[src/rtl/cmn_list_free_alloc_pkg.sv]
// Shared constants and width helpers for the list free-entry allocator.
package cmn_list_free_alloc_pkg;

  localparam int DEF_ENTRY_NUM = 16;
  localparam int DEF_REQ_NUM   = 4;

  // Binary index width; a single entry still needs one index bit.
  function automatic int idx_width(input int n);
    return (n > 1) ? $clog2(n) : 1;
  endfunction

  // Free-count width: must be able to hold the value n itself.
  function automatic int cnt_width(input int n);
    return $clog2(n + 1);
  endfunction

endpackage

[src/rtl/cmn_list_free_alloc_if.sv]
// Allocation / release bundle between requesters and the allocator.
interface cmn_list_free_alloc_if
  import cmn_list_free_alloc_pkg::*;
#(
  parameter int ENTRY_NUM = DEF_ENTRY_NUM,
  parameter int REQ_NUM   = DEF_REQ_NUM
);

  localparam int AWIDTH = idx_width(ENTRY_NUM);
  localparam int CWIDTH = cnt_width(ENTRY_NUM);

  logic [REQ_NUM-1:0]                v_alloc_req;
  logic [REQ_NUM-1:0]                v_alloc_gnt;
  logic [REQ_NUM-1:0][ENTRY_NUM-1:0] v_alloc_idx_oh;
  logic [REQ_NUM-1:0][AWIDTH-1:0]    v_alloc_idx_bin;
  logic [ENTRY_NUM-1:0]              v_dealloc_vld;
  logic                              flush;
  logic [CWIDTH-1:0]                 free_cnt;
  logic                              all_free;
  logic                              none_free;

  modport master (
    output v_alloc_req, v_dealloc_vld, flush,
    input  v_alloc_gnt, v_alloc_idx_oh, v_alloc_idx_bin, free_cnt, all_free, none_free
  );

  modport slave (
    input  v_alloc_req, v_dealloc_vld, flush,
    output v_alloc_gnt, v_alloc_idx_oh, v_alloc_idx_bin, free_cnt, all_free, none_free
  );

endinterface

[src/rtl/cmn_list_free_alloc_chk.sv]
// Protocol and consistency checks for the free-entry allocator.
module cmn_list_free_alloc_chk
  import cmn_list_free_alloc_pkg::*;
#(
  parameter int ENTRY_NUM = DEF_ENTRY_NUM,
  parameter int REQ_NUM   = DEF_REQ_NUM,
  localparam int CWIDTH   = cnt_width(ENTRY_NUM)
) (
  input logic                              clk,
  input logic                              rst_n,
  input logic [REQ_NUM-1:0]                i_req,
  input logic [ENTRY_NUM-1:0]              i_dealloc,
  input logic [ENTRY_NUM-1:0]              i_free_q,
  input logic [REQ_NUM-1:0][ENTRY_NUM-1:0] i_oh,
  input logic [CWIDTH-1:0]                 i_free_cnt
);

  logic [REQ_NUM-1:0] w_req_p1;
  logic               w_overlap;
  logic [ENTRY_NUM-1:0] w_seen;

  // Detect any entry granted to more than one lane.
  always_comb begin
    w_req_p1  = i_req + REQ_NUM'(1);
    w_overlap = 1'b0;
    w_seen    = '0;
    for (int i = 0; i < REQ_NUM; i++) begin
      w_overlap = w_overlap | (|(w_seen & i_oh[i]));
      w_seen    = w_seen | i_oh[i];
    end
  end

  a_req_prefix : assert property (@(posedge clk) disable iff (!rst_n)
    (w_req_p1 & i_req) == '0)
    else $error("alloc request lanes not prefix-contiguous");

  a_dealloc_alloc : assert property (@(posedge clk) disable iff (!rst_n)
    (i_dealloc & i_free_q) == '0)
    else $error("dealloc of an entry that is already free");

  a_oh_excl : assert property (@(posedge clk) disable iff (!rst_n)
    !w_overlap)
    else $error("one-hot grants overlap across lanes");

  a_cnt_match : assert property (@(posedge clk) disable iff (!rst_n)
    i_free_cnt == CWIDTH'($countones(i_free_q)))
    else $error("free count disagrees with free bitmap");

endmodule

[src/rtl/cmn_list_free_alloc_lead_one_rev.sv]
// Reversed leading-one finder: lane l receives the l-th highest set bit of i_vec.
module cmn_list_lead_one_rev
  import cmn_list_free_alloc_pkg::*;
#(
  parameter int ENTRY_NUM = DEF_ENTRY_NUM,
  parameter int REQ_NUM   = DEF_REQ_NUM,
  localparam int AWIDTH   = idx_width(ENTRY_NUM)
) (
  input  logic [ENTRY_NUM-1:0]              i_vec,
  output logic [REQ_NUM-1:0]                o_vld,
  output logic [REQ_NUM-1:0][ENTRY_NUM-1:0] o_oh,
  output logic [REQ_NUM-1:0][AWIDTH-1:0]    o_bin
);

  logic [ENTRY_NUM-1:0] w_rem;
  logic                 w_found;
  logic                 w_pick;

  // Peel off the highest remaining set bit once per lane.
  always_comb begin
    w_rem   = i_vec;
    w_found = 1'b0;
    w_pick  = 1'b0;
    o_vld   = '0;
    o_oh    = '0;
    o_bin   = '0;
    for (int l = 0; l < REQ_NUM; l++) begin
      w_found = 1'b0;
      for (int e = ENTRY_NUM - 1; e >= 0; e--) begin
        w_pick      = ~w_found & w_rem[e];
        o_oh[l][e]  = w_pick;
        o_bin[l]    = o_bin[l] | (w_pick ? AWIDTH'(e) : {AWIDTH{1'b0}});
        w_found     = w_found | w_pick;
      end
      o_vld[l] = w_found;
      w_rem    = w_rem & ~o_oh[l];
    end
  end

endmodule

[src/rtl/cmn_list_free_alloc.sv]
// Multi-lane free-entry allocator: free bitmap, in-order grant chain, release and flush.
module cmn_list_free_alloc
  import cmn_list_free_alloc_pkg::*;
#(
  parameter int ENTRY_NUM = DEF_ENTRY_NUM,
  parameter int REQ_NUM   = DEF_REQ_NUM
) (
  input  logic                   clk,
  input  logic                   rst_n,
  cmn_list_free_alloc_if.slave   alloc_if
);

  localparam int AWIDTH = idx_width(ENTRY_NUM);
  localparam int CWIDTH = cnt_width(ENTRY_NUM);

  logic [ENTRY_NUM-1:0]              r_free_q;
  logic [CWIDTH-1:0]                 r_free_cnt;
  logic                              r_all_free;
  logic                              r_none_free;

  logic [REQ_NUM-1:0]                w_free_vld;
  logic [REQ_NUM-1:0][ENTRY_NUM-1:0] w_cand_oh;
  logic [REQ_NUM-1:0][AWIDTH-1:0]    w_cand_bin;
  logic [REQ_NUM-1:0]                w_gnt;
  logic                              w_chain;
  logic [REQ_NUM-1:0][ENTRY_NUM-1:0] w_gnt_oh;
  logic [REQ_NUM-1:0][AWIDTH-1:0]    w_gnt_bin;
  logic [ENTRY_NUM-1:0]              w_alloc_mask;
  logic [ENTRY_NUM-1:0]              w_free_n;
  logic [CWIDTH-1:0]                 w_free_cnt_n;

  function automatic logic [CWIDTH-1:0] popcnt(input logic [ENTRY_NUM-1:0] v);
    logic [CWIDTH-1:0] c;
    c = '0;
    for (int k = 0; k < ENTRY_NUM; k++) begin
      c = c + CWIDTH'(v[k]);
    end
    return c;
  endfunction

  cmn_list_lead_one_rev #(
    .ENTRY_NUM (ENTRY_NUM),
    .REQ_NUM   (REQ_NUM)
  ) u_lead_one_rev (
    .i_vec (r_free_q),
    .o_vld (w_free_vld),
    .o_oh  (w_cand_oh),
    .o_bin (w_cand_bin)
  );

  // Grant chain: a lane is granted only if every lower lane was granted.
  always_comb begin
    w_gnt   = '0;
    w_chain = 1'b1;
    for (int i = 0; i < REQ_NUM; i++) begin
      w_gnt[i] = alloc_if.v_alloc_req[i] & w_free_vld[i] & w_chain & ~alloc_if.flush;
      w_chain  = w_gnt[i];
    end
  end

  // Zero the indices of ungranted lanes and collect the entries being taken.
  always_comb begin
    w_gnt_oh     = '0;
    w_gnt_bin    = '0;
    w_alloc_mask = '0;
    for (int i = 0; i < REQ_NUM; i++) begin
      w_gnt_oh[i]  = w_gnt[i] ? w_cand_oh[i]  : {ENTRY_NUM{1'b0}};
      w_gnt_bin[i] = w_gnt[i] ? w_cand_bin[i] : {AWIDTH{1'b0}};
      w_alloc_mask = w_alloc_mask | w_gnt_oh[i];
    end
  end

  // Next free bitmap: flush frees everything, else retire grants and add releases.
  always_comb begin
    if (alloc_if.flush) begin
      w_free_n = '1;
    end else begin
      w_free_n = (r_free_q & ~w_alloc_mask) | alloc_if.v_dealloc_vld;
    end
    w_free_cnt_n = popcnt(w_free_n);
  end

  // State and status registers; reset leaves every entry free.
  always_ff @(posedge clk or negedge rst_n) begin
    if (!rst_n) begin
      r_free_q    <= '1;
      r_free_cnt  <= CWIDTH'(ENTRY_NUM);
      r_all_free  <= 1'b1;
      r_none_free <= 1'b0;
    end else begin
      r_free_q    <= w_free_n;
      r_free_cnt  <= w_free_cnt_n;
      r_all_free  <= (w_free_cnt_n == CWIDTH'(ENTRY_NUM));
      r_none_free <= (w_free_cnt_n == {CWIDTH{1'b0}});
    end
  end

  assign alloc_if.v_alloc_gnt     = w_gnt;
  assign alloc_if.v_alloc_idx_oh  = w_gnt_oh;
  assign alloc_if.v_alloc_idx_bin = w_gnt_bin;
  assign alloc_if.free_cnt        = r_free_cnt;
  assign alloc_if.all_free        = r_all_free;
  assign alloc_if.none_free       = r_none_free;

`ifndef SYNTHESIS
  cmn_list_free_alloc_chk #(
    .ENTRY_NUM (ENTRY_NUM),
    .REQ_NUM   (REQ_NUM)
  ) u_chk (
    .clk        (clk),
    .rst_n      (rst_n),
    .i_req      (alloc_if.v_alloc_req),
    .i_dealloc  (alloc_if.v_dealloc_vld),
    .i_free_q   (r_free_q),
    .i_oh       (w_gnt_oh),
    .i_free_cnt (r_free_cnt)
  );
`endif

endmodule

[src/flat_wrapper.sv]
// flat-port wrapper written by rule: the top's interface ports become plain ports
module cmn_list_free_alloc_flat import cmn_list_free_alloc_pkg::*;
#(
  parameter int ENTRY_NUM = DEF_ENTRY_NUM,
  parameter int REQ_NUM   = DEF_REQ_NUM
)
  (clk, rst_n, alloc_if_v_alloc_req, alloc_if_v_dealloc_vld, alloc_if_flush, alloc_if_v_alloc_gnt, alloc_if_v_alloc_idx_oh, alloc_if_v_alloc_idx_bin, alloc_if_free_cnt, alloc_if_all_free, alloc_if_none_free);
  cmn_list_free_alloc_if #(.ENTRY_NUM(ENTRY_NUM), .REQ_NUM(REQ_NUM)) alloc_if_i ();
  input  logic clk;
  input  logic rst_n;
  input wire logic [$bits(alloc_if_i.v_alloc_req)-1:0] alloc_if_v_alloc_req;
  input wire logic [$bits(alloc_if_i.v_dealloc_vld)-1:0] alloc_if_v_dealloc_vld;
  input wire logic [$bits(alloc_if_i.flush)-1:0] alloc_if_flush;
  output wire logic [$bits(alloc_if_i.v_alloc_gnt)-1:0] alloc_if_v_alloc_gnt;
  output wire logic [$bits(alloc_if_i.v_alloc_idx_oh)-1:0] alloc_if_v_alloc_idx_oh;
  output wire logic [$bits(alloc_if_i.v_alloc_idx_bin)-1:0] alloc_if_v_alloc_idx_bin;
  output wire logic [$bits(alloc_if_i.free_cnt)-1:0] alloc_if_free_cnt;
  output wire logic [$bits(alloc_if_i.all_free)-1:0] alloc_if_all_free;
  output wire logic [$bits(alloc_if_i.none_free)-1:0] alloc_if_none_free;
  assign alloc_if_i.v_alloc_req = alloc_if_v_alloc_req;
  assign alloc_if_i.v_dealloc_vld = alloc_if_v_dealloc_vld;
  assign alloc_if_i.flush = alloc_if_flush;
  assign alloc_if_v_alloc_gnt = alloc_if_i.v_alloc_gnt;
  assign alloc_if_v_alloc_idx_oh = alloc_if_i.v_alloc_idx_oh;
  assign alloc_if_v_alloc_idx_bin = alloc_if_i.v_alloc_idx_bin;
  assign alloc_if_free_cnt = alloc_if_i.free_cnt;
  assign alloc_if_all_free = alloc_if_i.all_free;
  assign alloc_if_none_free = alloc_if_i.none_free;
  cmn_list_free_alloc #(.ENTRY_NUM(ENTRY_NUM), .REQ_NUM(REQ_NUM)) u_core (.clk(clk), .rst_n(rst_n), .alloc_if(alloc_if_i));
endmodule
[config.mk]
export PLATFORM = sky130hd
export DESIGN_NAME = cmn_list_free_alloc_flat
export DESIGN_NICKNAME = d
export VERILOG_FILES = /design/src/rtl/cmn_list_free_alloc_pkg.sv /design/src/rtl/cmn_list_free_alloc_if.sv /design/src/rtl/cmn_list_free_alloc_chk.sv /design/src/rtl/cmn_list_free_alloc_lead_one_rev.sv /design/src/rtl/cmn_list_free_alloc.sv /design/src/flat_wrapper.sv
export SDC_FILE = /design/constraint.sdc
export NUM_CORES = 1
export LEC_CHECK = 0
export CAP_MARGIN = 20
export CORE_ASPECT_RATIO = 0.5
export CORE_MARGIN = 10
export CORE_UTILIZATION = 52
export CTS_CLUSTER_SIZE = 20
export DETAILED_ROUTE_END_ITERATION = 10
export MAX_ROUTING_LAYER = met4
export PLACE_DENSITY = 0.86
export SLEW_MARGIN = 20
export SYNTH_ARGS = -nofsm -noshare
export SYNTH_HDL_FRONTEND = slang
export SYNTH_SLANG_ARGS = --single-unit
export TNS_END_PERCENT = 50
[constraint.sdc]
create_clock -name clk -period 22.3 [get_ports clk]
set_input_delay 2.23 -clock clk [delete_from_list [all_inputs] [get_ports clk]]
set_output_delay 2.23 -clock clk [all_outputs]
set_load 0.005 [all_outputs]
== After elaboration in Yosys (flattened, before gate mapping) ==
Cells that the tools add are included.
Storage, ports and cells
  logic and storage cells: 350
  output and inout bits: 91
  flip-flop bits (word level): 23
Operators by class
  bitwise operators: 260
  multiplexer cells: 69
  reduce and logical (&&, ||, !) cells: 1
  add/subtract/negate cells: 15
  equality and inequality tests: 1
Operators with widths (count)
  2-to-1 mux 4 bit: 36
  OR 4 bit: 30
  2-to-1 mux 16 bit: 5
  AND 1 bit: 71
  adder 5 x 1 -> 5 bit: 14
  AND 16 bit: 4
  inverter 16 bit: 4
  OR 16 bit: 4
  OR 4 x 3 -> 4 bit: 16
  inverter 1 bit: 61
  OR 1 bit: 60
  2-to-1 mux 3 bit: 16
  OR 4 x 2 -> 4 bit: 7
  2-to-1 mux 2 bit: 8
  OR 4 x 1 -> 4 bit: 3
  equality test 5 bit (second input constant): 1
  zero test 5 bit: 1
  2-to-1 mux 1 bit: 4
  adder 1 x 1 -> 2 bit: 1

== Depth between registers and ports, before layout ==
Gate-level depths: netlist (run 1).
  word-level depth: 208
  depth in mapped cells: 27

== Cells and area by module ==
A second synthesis (run 1) with hierarchy kept.
Unflattened totals
  cells, all modules: 592
  area, all modules: 4164.0 um^2
By module, submodules not included
  cmn_list_free_alloc: times used 1, sequential area each 598.1 um^2, cells each 301, area each 2428.6 um^2
  cmn_list_lead_one_rev: times used 1, sequential area each 0.0 um^2, cells each 291, area each 1735.4 um^2

== Worst setup path before layout (run 1) ==
OpenSTA, ideal clock, no wires.
  path kind: input to register
  start: input alloc_if_v_alloc_req[1]
  end: register u_core.r_all_free (netlist: u_core.alloc_if.all_free)
  path slack: 14.563 ns
  stages: 20
  path buffers: 0
  library setup time: 0.084 ns
  data required time: 22.216 ns
  data arrival time: 7.653 ns
  cells stage by stage: o21ai_0 > nor2_1 > nand4_4 > a21o_4 > inv_4 > and2_4 > and3_4 > o31ai_2 > ha_1 > fa_1 > fa_1 > fa_1 > inv_1 > fa_1 > inv_1 > fa_1 > fa_1 > xor2_1 > or4_1 > nor3b_1
On the way
  longest elaborated chain between the ends: 29
Ends and longest elaborated chain
  start: declaration: line flat_wrapper.sv:11  | input wire logic [$bits(alloc_if_i.v_alloc_req)-1:0] alloc_if_v_alloc_req;
  AND 1 bit (5 in series): line cmn_list_free_alloc.sv:56  | w_gnt[i] = alloc_if.v_alloc_req[i] & w_free_vld[i] & w_chain & ~alloc_if.flush;
  via alloc_if_v_alloc_gnt[2]: line flat_wrapper.sv:14  | output wire logic [$bits(alloc_if_i.v_alloc_gnt)-1:0] alloc_if_v_alloc_gnt;
  AND 1 bit (2 in series): line cmn_list_free_alloc.sv:56
  2-to-1 mux 16 bit: line cmn_list_free_alloc.sv:67  | w_gnt_oh[i] = w_gnt[i] ? w_cand_oh[i] : {ENTRY_NUM{1'b0}};
  via alloc_if_v_alloc_idx_oh[49]: line flat_wrapper.sv:15  | output wire logic [$bits(alloc_if_i.v_alloc_idx_oh)-1:0] alloc_if_v_alloc_idx_oh;
  OR 16 bit: line cmn_list_free_alloc.sv:69  | w_alloc_mask = w_alloc_mask | w_gnt_oh[i];
  inverter 16 bit: line cmn_list_free_alloc.sv:78  | w_free_n = (r_free_q & ~w_alloc_mask) | alloc_if.v_dealloc_vld;
  AND 16 bit: line cmn_list_free_alloc.sv:78
  OR 16 bit: line cmn_list_free_alloc.sv:78
  2-to-1 mux 16 bit: line cmn_list_free_alloc.sv:75  | if (alloc_if.flush) begin
  via u_core.w_free_n[1]: line cmn_list_free_alloc.sv:29  | logic [ENTRY_NUM-1:0] w_free_n;
  adder 1 x 1 -> 2 bit: line cmn_list_free_alloc.sv:36  | c = c + CWIDTH'(v[k]);
  adder 5 x 1 -> 5 bit (14 in series): line cmn_list_free_alloc.sv:36
  via u_core.w_free_cnt_n[2]: line cmn_list_free_alloc.sv:30  | logic [CWIDTH-1:0] w_free_cnt_n;
  equality test 5 bit: line cmn_list_free_alloc.sv:93  | r_all_free <= (w_free_cnt_n == CWIDTH'(ENTRY_NUM));
  end signal: assignment: line cmn_list_free_alloc.sv:93
  end: declaration: line cmn_list_free_alloc.sv:18  | logic r_all_free;
The timed path passes the listed nets, and every way through them passes these cells.

== Final worst setup path (run 1) ==
  start: input alloc_if_flush
  end: register u_core.r_all_free (netlist: u_core.alloc_if.all_free)
RTL lines
  start: declaration: line flat_wrapper.sv:13  | input wire logic [$bits(alloc_if_i.flush)-1:0] alloc_if_flush;
  inverter 1 bit: line cmn_list_free_alloc.sv:56
  AND 1 bit (7 in series): line cmn_list_free_alloc.sv:56
  2-to-1 mux 16 bit: line cmn_list_free_alloc.sv:67
  OR 16 bit: line cmn_list_free_alloc.sv:69
  inverter 16 bit: line cmn_list_free_alloc.sv:78
  AND 16 bit: line cmn_list_free_alloc.sv:78
  OR 16 bit: line cmn_list_free_alloc.sv:78
  2-to-1 mux 16 bit (*): line cmn_list_free_alloc.sv:75
  via u_core.w_free_n[8]: line cmn_list_free_alloc.sv:29
  adder 5 x 1 -> 5 bit (*) (8 in series): line cmn_list_free_alloc.sv:36
  via u_core.w_free_cnt_n[2]: line cmn_list_free_alloc.sv:30
  equality test 5 bit (*): line cmn_list_free_alloc.sv:93
The timed path passes the listed nets; every way through them passes the cells marked *.

==> flow_summary.yaml, run 1 <==
sta:
  hold_violations: 0
  setup_viol: 0
  max_freq_mhz: 111
  fin_crit_sh_pct: 40.5
  whs_ns: 0.639
  worst-slew-pin-transition_ns: 0.960
  rsz0062_at_grt: "no"
  setup_tns_ns: 0
  setup_ws_ns: 13.26
  fin_skew_ns: 0.00178
  max-slew-margin-rel_pct: 35.8
  fin_crit_ns: 9.04
  slew_violations: 0
global_routing:
  grt_overflow_total: 0
  grt_pass1_vias: 4129
  grt_util_met2_pct: 39.4
  grt_usage_pct: 26.3
  grt_pass1_wl_um: 23100
  use_met1_pct: 35.3
  grt_antenna_before_repair: 0
  top_usage_layer: "met2"
  grt_max_degree: 29
  grt_use_met3_pct: 5.34
placed_design:
  io_buffers: 107
  dp_cells: 667
  dpl_worst_slack_ns: 13.10
  gp_congestion: 1.09
  hpwl_um: 12300
synthesis:
  ys_seq_elements: 23
  synth_area_mm2: 0.00366
  async_flop_share_pct: 100
  ys_seq_area_share_pct: 16.4
  netlist_instances: 506
  yosysWarnings: 0
  synth-edff-count: 0
  synth_cell_types: 89
  avgSynthCellArea_um2: 7.23
  synth-main-ff-cell: "dfstp_2"
power:
  power_leakage_uw: 0.00174
  switching_share_pct: 25.5
  internal_power_uw: 81.7
  pwr_density_cell_mw_per_mm2: 23.3
  comb_power_share_pct: 23.5
  seqPwrFrac_pct: 42.1
  clockPowerShare_pct: 34.4
  switchingPower_uw: 28.0
  finalPower_uw: 110
  ir_drop_v: 0.0000481
floorplan:
  initial_core_util_pct: 54.2
  core-area_mm2: 0.00675
  rows: 21
  dieHeight_um: 79.3
  dieArea_mm2: 0.0110
  die_x_um: 139
  ios: 114
clocking:
  ctsResizeCount: 0
  clock_path_buffers: 2
  numCtsBuffers: 3
  clockRootBuffer: "clkbuf_16"
  cts.sinks: 23
  cts_tree: "built"
  h-tree-depth: 1
  insertion_delay_ns: 0.25
  cts_hold_buf: 0
  cts_setup_buffers: 0
  clk_pin_slew_ns: 0.05
cells_and_area:
  diodes: 0
  instances_no_fill: 671
  layout_commonest_cell: "clkdlybuf4s50_1"
  final_layout_size_suffix_gt1_share_pct: 9.67
  syn2layout_area_growth_pct: 28.8
  fin_nets: 618
  final_cell_mix: "clkdlybuf4s50_1 (107), nor2_1 (81), nand2_1 (43), o21ai_0 (34), nor3_1 (25)"
critical_path:
  cp_max_fo: 21
  slowest_stage: "clkdlybuf4s50_1"
  crit_arrival_ns: 9.21
  critPathMaxStageDelay_ns: 0.83
  crit_chain: "clkdlybuf4s50_1 -> nor2b_1 -> nand2_1 -> inv_1 -> nand2_1 -> o21ai_0 -> o21ai_0 -> fa_1 -> fa_1 -> fa_1 -> inv_1 -> fa_1 -> inv_1 -> fa_1 -> fa_1 -> xor2_1 -> or4_1 -> nor3b_1"
  critical_path.endpoint_type: "flop"
  critPathKind: "primary input to flop"
  crit_buf_inv: 4
  path_common_cell: "fa_1"
  required_ns: 22.47
  cp-start-kind: "primary input"
  cp_top_family: "adder cells"
drt:
  via_per_inst: 6.89
  dr.pass1.iters: 7
  drtIter0Drc: 1009
  drc: 0
  via_count: 4622
  wl_per_cell_um: 23.0
  detail-route-antenna-nets: 0
  routed_wl_um: 15400
outcome:
  status: "finished, final reports clean"
job:
  drv_cap: 0
min_path:
  hold_class: "flop to flop"
-- Yosys cell counts, types with 5 or more instances --
master	count	area, µm²
and2_1	10	62.6
clkbuf_1	24	90.1
nand2_1	43	161
nand3_1	11	55.1
buf_4	9	67.6
and3_1	7	43.8
nand2b_1	8	50.1
ha_1	5	62.6
o21ai_1	6	30.0
xnor2_1	10	87.6
a21oi_1	19	95.1
o31ai_1	6	45.0
a2111oi_0	5	43.8
inv_1	22	82.6
nor4_1	8	50.1
dfrtp_1	5	125
or4_1	6	45.0
a31oi_1	8	50.1
a21o_1	6	45.0
o211ai_1	8	60.1
nor2b_1	5	31.3
maj3_1	5	50.1
nor3_1	25	125
o21ai_0	34	170
dfstp_2	18	473
nor2_1	81	304
fa_1	10	200
-- cell type report --
type	count	area, µm²
multi-input combinational	421	2760
fill	541	2040
timing repair buffer	107	1070
sequential	23	598
tap	92	115
inverter	24	92.6
clock buffer	4	78.8
-- registers in the layout, summed over array words and instances, names as in the netlist --
signal,flops
u_core.alloc_if.all_free,1
u_core.alloc_if.free_cnt,5
u_core.alloc_if.none_free,1
u_core.r_free_q,16
-- worst register-to-register path, stage by stage, from the launching register on --
cell	delay (ns)
dfstp_2	0.53
nor4_4	0.54
nand3_1	0.65
o311ai_1	0.67
o2111ai_1	0.31
a22oi_2	0.33
a21o_4	0.24
inv_4	0.08
and2_4	0.17
and3_4	0.15
o31ai_2	0.26
ha_1	0.30
fa_1	0.53
fa_1	0.55
fa_1	0.56
inv_1	0.06
fa_1	0.54
inv_1	0.06
fa_1	0.46
fa_1	0.44
xor2_1	0.19
or4_1	0.50
nor3b_1	0.21
-- routing by layer --
metal  routed length [µm]  part of all wire (%)
met1                 6010                    39
met2                 6610                    43
met3                 2430                    16
met4                  389                   2.5
met5                    0                     0
-- cells by family (layout without fill, tap and decap cells) --
kind of cell	Yosys count	count (layout)	share of synthesized area, %
multiplexers	1	1	0.274
flip-flops	23	23	16.4
AND/OR/NAND/NOR	240	240	34.8
other	1	6	0.103
buffers and inverters	67	135	8.83
XOR/XNOR	12	12	2.87
AO/OA/AOI/OAI	141	141	27.9
adder cells (fa/ha/maj)	21	21	8.86
-- metrics by stage --
stage,instance area (µm²),utilization [%]
final,4710,69.8
after global routing,4710,69.8
after CTS,4710,69.8
after detailed placement,4630,68.6
after global placement,4630,68.6
after floorplan,3680,-
-- power groups by stage --
| stage | Sequential (µW) | Combinational (µW) | Clock (µW) |
|---|---|---|---|
| 6_report | 46.2 | 25.7 | 37.8 |
| 5_1_grt | 46.3 | 27.6 | 40.4 |
| 4_1_cts | 46.0 | 25.5 | 38.6 |
| 3_5_place_dp | 46.5 | 25.2 | 0 |
| 3_3_place_gp | 46.7 | 24.7 | 0 |
| 2_1_floorplan | 45.8 | 12.3 | 0 |
-- final timing paths --
path	from	endpoint	slack, ns	cells after the start
worst max-delay path	alloc_if_flush	u_core.alloc_if.all_free	13.26	18
worst min-delay path	u_core.r_free_q[6]	u_core.r_free_q[6]	0.64	2
worst max register to register	u_core.r_free_q[13]	u_core.alloc_if.all_free	13.90	22
worst min register to register	u_core.r_free_q[6]	u_core.r_free_q[6]	0.64	2
max in group asynchronous	rst_n	u_core.alloc_if.free_cnt[2]	19.21	1
min in group asynchronous	rst_n	u_core.alloc_if.none_free	2.51	1
(Power assumes the default switching activity.)
==> inputs of run 2 (changes only) <==
Settings changed: CORE_UTILIZATION 52 to 44, PLACE_DENSITY 0.86 to 0.77.
Clock period 22.3 ns to 7.69 ns, I/O delays scaled along.
==> flow_summary.yaml, run 2 (synthesis results as in run 1) <==
outcome:
  status: "finished, final reports clean"
cells_and_area:
  fin_nets: 675
  layout_commonest_cell: "clkdlybuf4s50_1"
  design_area_mm2: 0.00528
  top_register: "u_core.r_free_q"
  final_cell_mix: "clkdlybuf4s50_1 (107), nor2_1 (81), buf_4 (55), nand2_1 (43), o21ai_0 (31)"
  diodes: 0
  final_util_pct: 65.6
  final_layout_size_suffix_gt1_share_pct: 20.1
  largest_register_ffs: 16
  syn2layout_area_growth_pct: 44.4
power:
  power_leakage_uw: 0.00208
  pwr_density_cell_mw_per_mm2: 63.1
  ir_drop_v: 0.000130
placed_design:
  io_buffers: 107
  gp_congestion: 1.12
  dpl_cell_area_mm2: 0.00503
  hpwl_um: 14900
critical_path:
  reg2reg_from: "u_core.r_free_q[15]"
  critPathKind: "flop to flop"
  path_common_cell: "fa_1"
  critical_path.endpoint_type: "flop"
  slowest_stage: "or4_4"
  r2r-end: "u_core.alloc_if.all_free"
  cp_max_fo: 9
  regToRegSetupSlack_ns: 0.19
  crit_arrival_ns: 7.68
  cp_top_family: "adder cells"
  crit_buf_inv: 3
  ff2ff_path_depth: 22
  critPathMaxStageDelay_ns: 0.62
  required_ns: 7.88
  cp-start-kind: "flop"
  crit_chain: "or4_4 -> or4_1 -> a22oi_1 -> o221ai_1 -> a22oi_2 -> a21o_4 -> inv_4 -> and2_4 -> and3_4 -> o31ai_4 -> ha_1 -> fa_1 -> fa_1 -> fa_1 -> inv_1 -> fa_1 -> inv_1 -> fa_1 -> fa_1 -> xor2_1 -> or4_4 -> nor3b_2"
global_routing:
  grt_usage_pct: 27.9
  grt_overflow_total: 0
  grt_pass1_wl_um: 27000
  grt_pass1_vias: 4430
  grt_antenna_before_repair: 0
  grt_max_degree: 24
floorplan:
  ios: 114
  initial_core_util_pct: 45.4
  rows: 23
  core-area_mm2: 0.00806
  dieArea_mm2: 0.0126
  die_x_um: 149
  dieHeight_um: 84.5
min_path:
  hold_class: "flop to flop"
  holdPathStages: 2
  hold_path_end: "u_core.r_free_q[6]"
  min_from: "u_core.r_free_q[6]"
sta:
  fin_crit_sh_pct: 97.5
  setup_tns_ns: 0
  slew_violations: 0
  max_freq_mhz: 133
  worst-slew-pin-transition_ns: 1.01
  fin_skew_ns: 0.00315
  max-slew-margin-rel_pct: 32.4
  setup_viol: 0
  hold_violations: 0
  fin_crit_ns: 7.50
clocking:
  clk_pin_slew_ns: 0.06
  clock_path_buffers: 2
  cts_tree: "built"
  cts_hold_buf: 0
  numCtsBuffers: 3
  clockRootBuffer: "clkbuf_16"
  cts.sinks: 23
  h-tree-depth: 1
  insertion_delay_ns: 0.25
drt:
  drtIter0Drc: 676
  drc: 0
  dr.pass1.iters: 6
  via_count: 4856
  wl_per_cell_um: 24.7
  via_per_inst: 6.49
  detail-route-antenna-nets: 0
  routed_wl_um: 18500
job:
  drv_cap: 0
==> run 2: timing repair <==
action	4_1_cts	5_1_grt
setup buffers	2	5
cloned	0	1
setup endpoints to repair	1	2
pin swaps	1	9
resized for setup	3	22
==> run 2: cell type report <==
cell class | instances | area (µm²)
clock buffers | 4 | 78.8
flip-flops and latches | 23 | 602
multi-input cells | 422 | 2880
well taps | 112 | 140
repair buffers | 163 | 1490
inverters | 24 | 92.6
fillers | 716 | 2780
==> run 2: stage by stage <==
step                hold slack (ns)  cells  power [µW]  setup WS, ns
global route                  0.682    748         346      -0.00266
finish                        0.689    748         333         0.194
global placement              0.645    736         216         0.209
detailed placement            0.646    736         217       -0.0185
floorplan                     0.473    511         168         0.532
CTS                           0.657    742         330        0.0166
==> run 2: power breakdown <==
group	total, µW	internal [µW]	switching (µW)	leakage (µW)
clock	112	70.7	41.0	0.0000382
combinational	88.7	44.8	43.9	0.00179
sequential	133	129	3.79	0.000256
total	333	244	88.7	0.00208
==> run 2: worst max-delay path by stage <==
| stage | startpoint | slack, ns | depth (start not counted) | to |
|---|---|---|---|---|
| final | u_core.r_free_q[15] | 0.19 | 22 | u_core.alloc_if.all_free |
| after global routing | u_core.r_free_q[14] | -0.003 | 21 | u_core.alloc_if.none_free |
| after CTS | u_core.r_free_q[15] | 0.02 | 23 | u_core.alloc_if.all_free |
| after detailed placement | u_core.r_free_q[15] | -0.02 | 21 | u_core.alloc_if.all_free |
| after global placement | u_core.r_free_q[15] | 0.21 | 21 | u_core.alloc_if.all_free |
| after floorplan | u_core.r_free_q[15] | 0.53 | 24 | u_core.alloc_if.all_free |
==> run 2: worst min-delay path, stage by stage, from the launching register on <==
cell      delay [ns]
dfstp_2         0.44
nand2b_1        0.12
o41ai_2         0.11
==> run 2: per-layer routing <==
metal	up-vias	wire length (µm)	global-route usage, %
met5	-	0	-
met4	0	170	3.28
met3	29	2850	9.37
met2	402	7570	38.5
met1	2319	7920	39.0
li1	2106	-	-
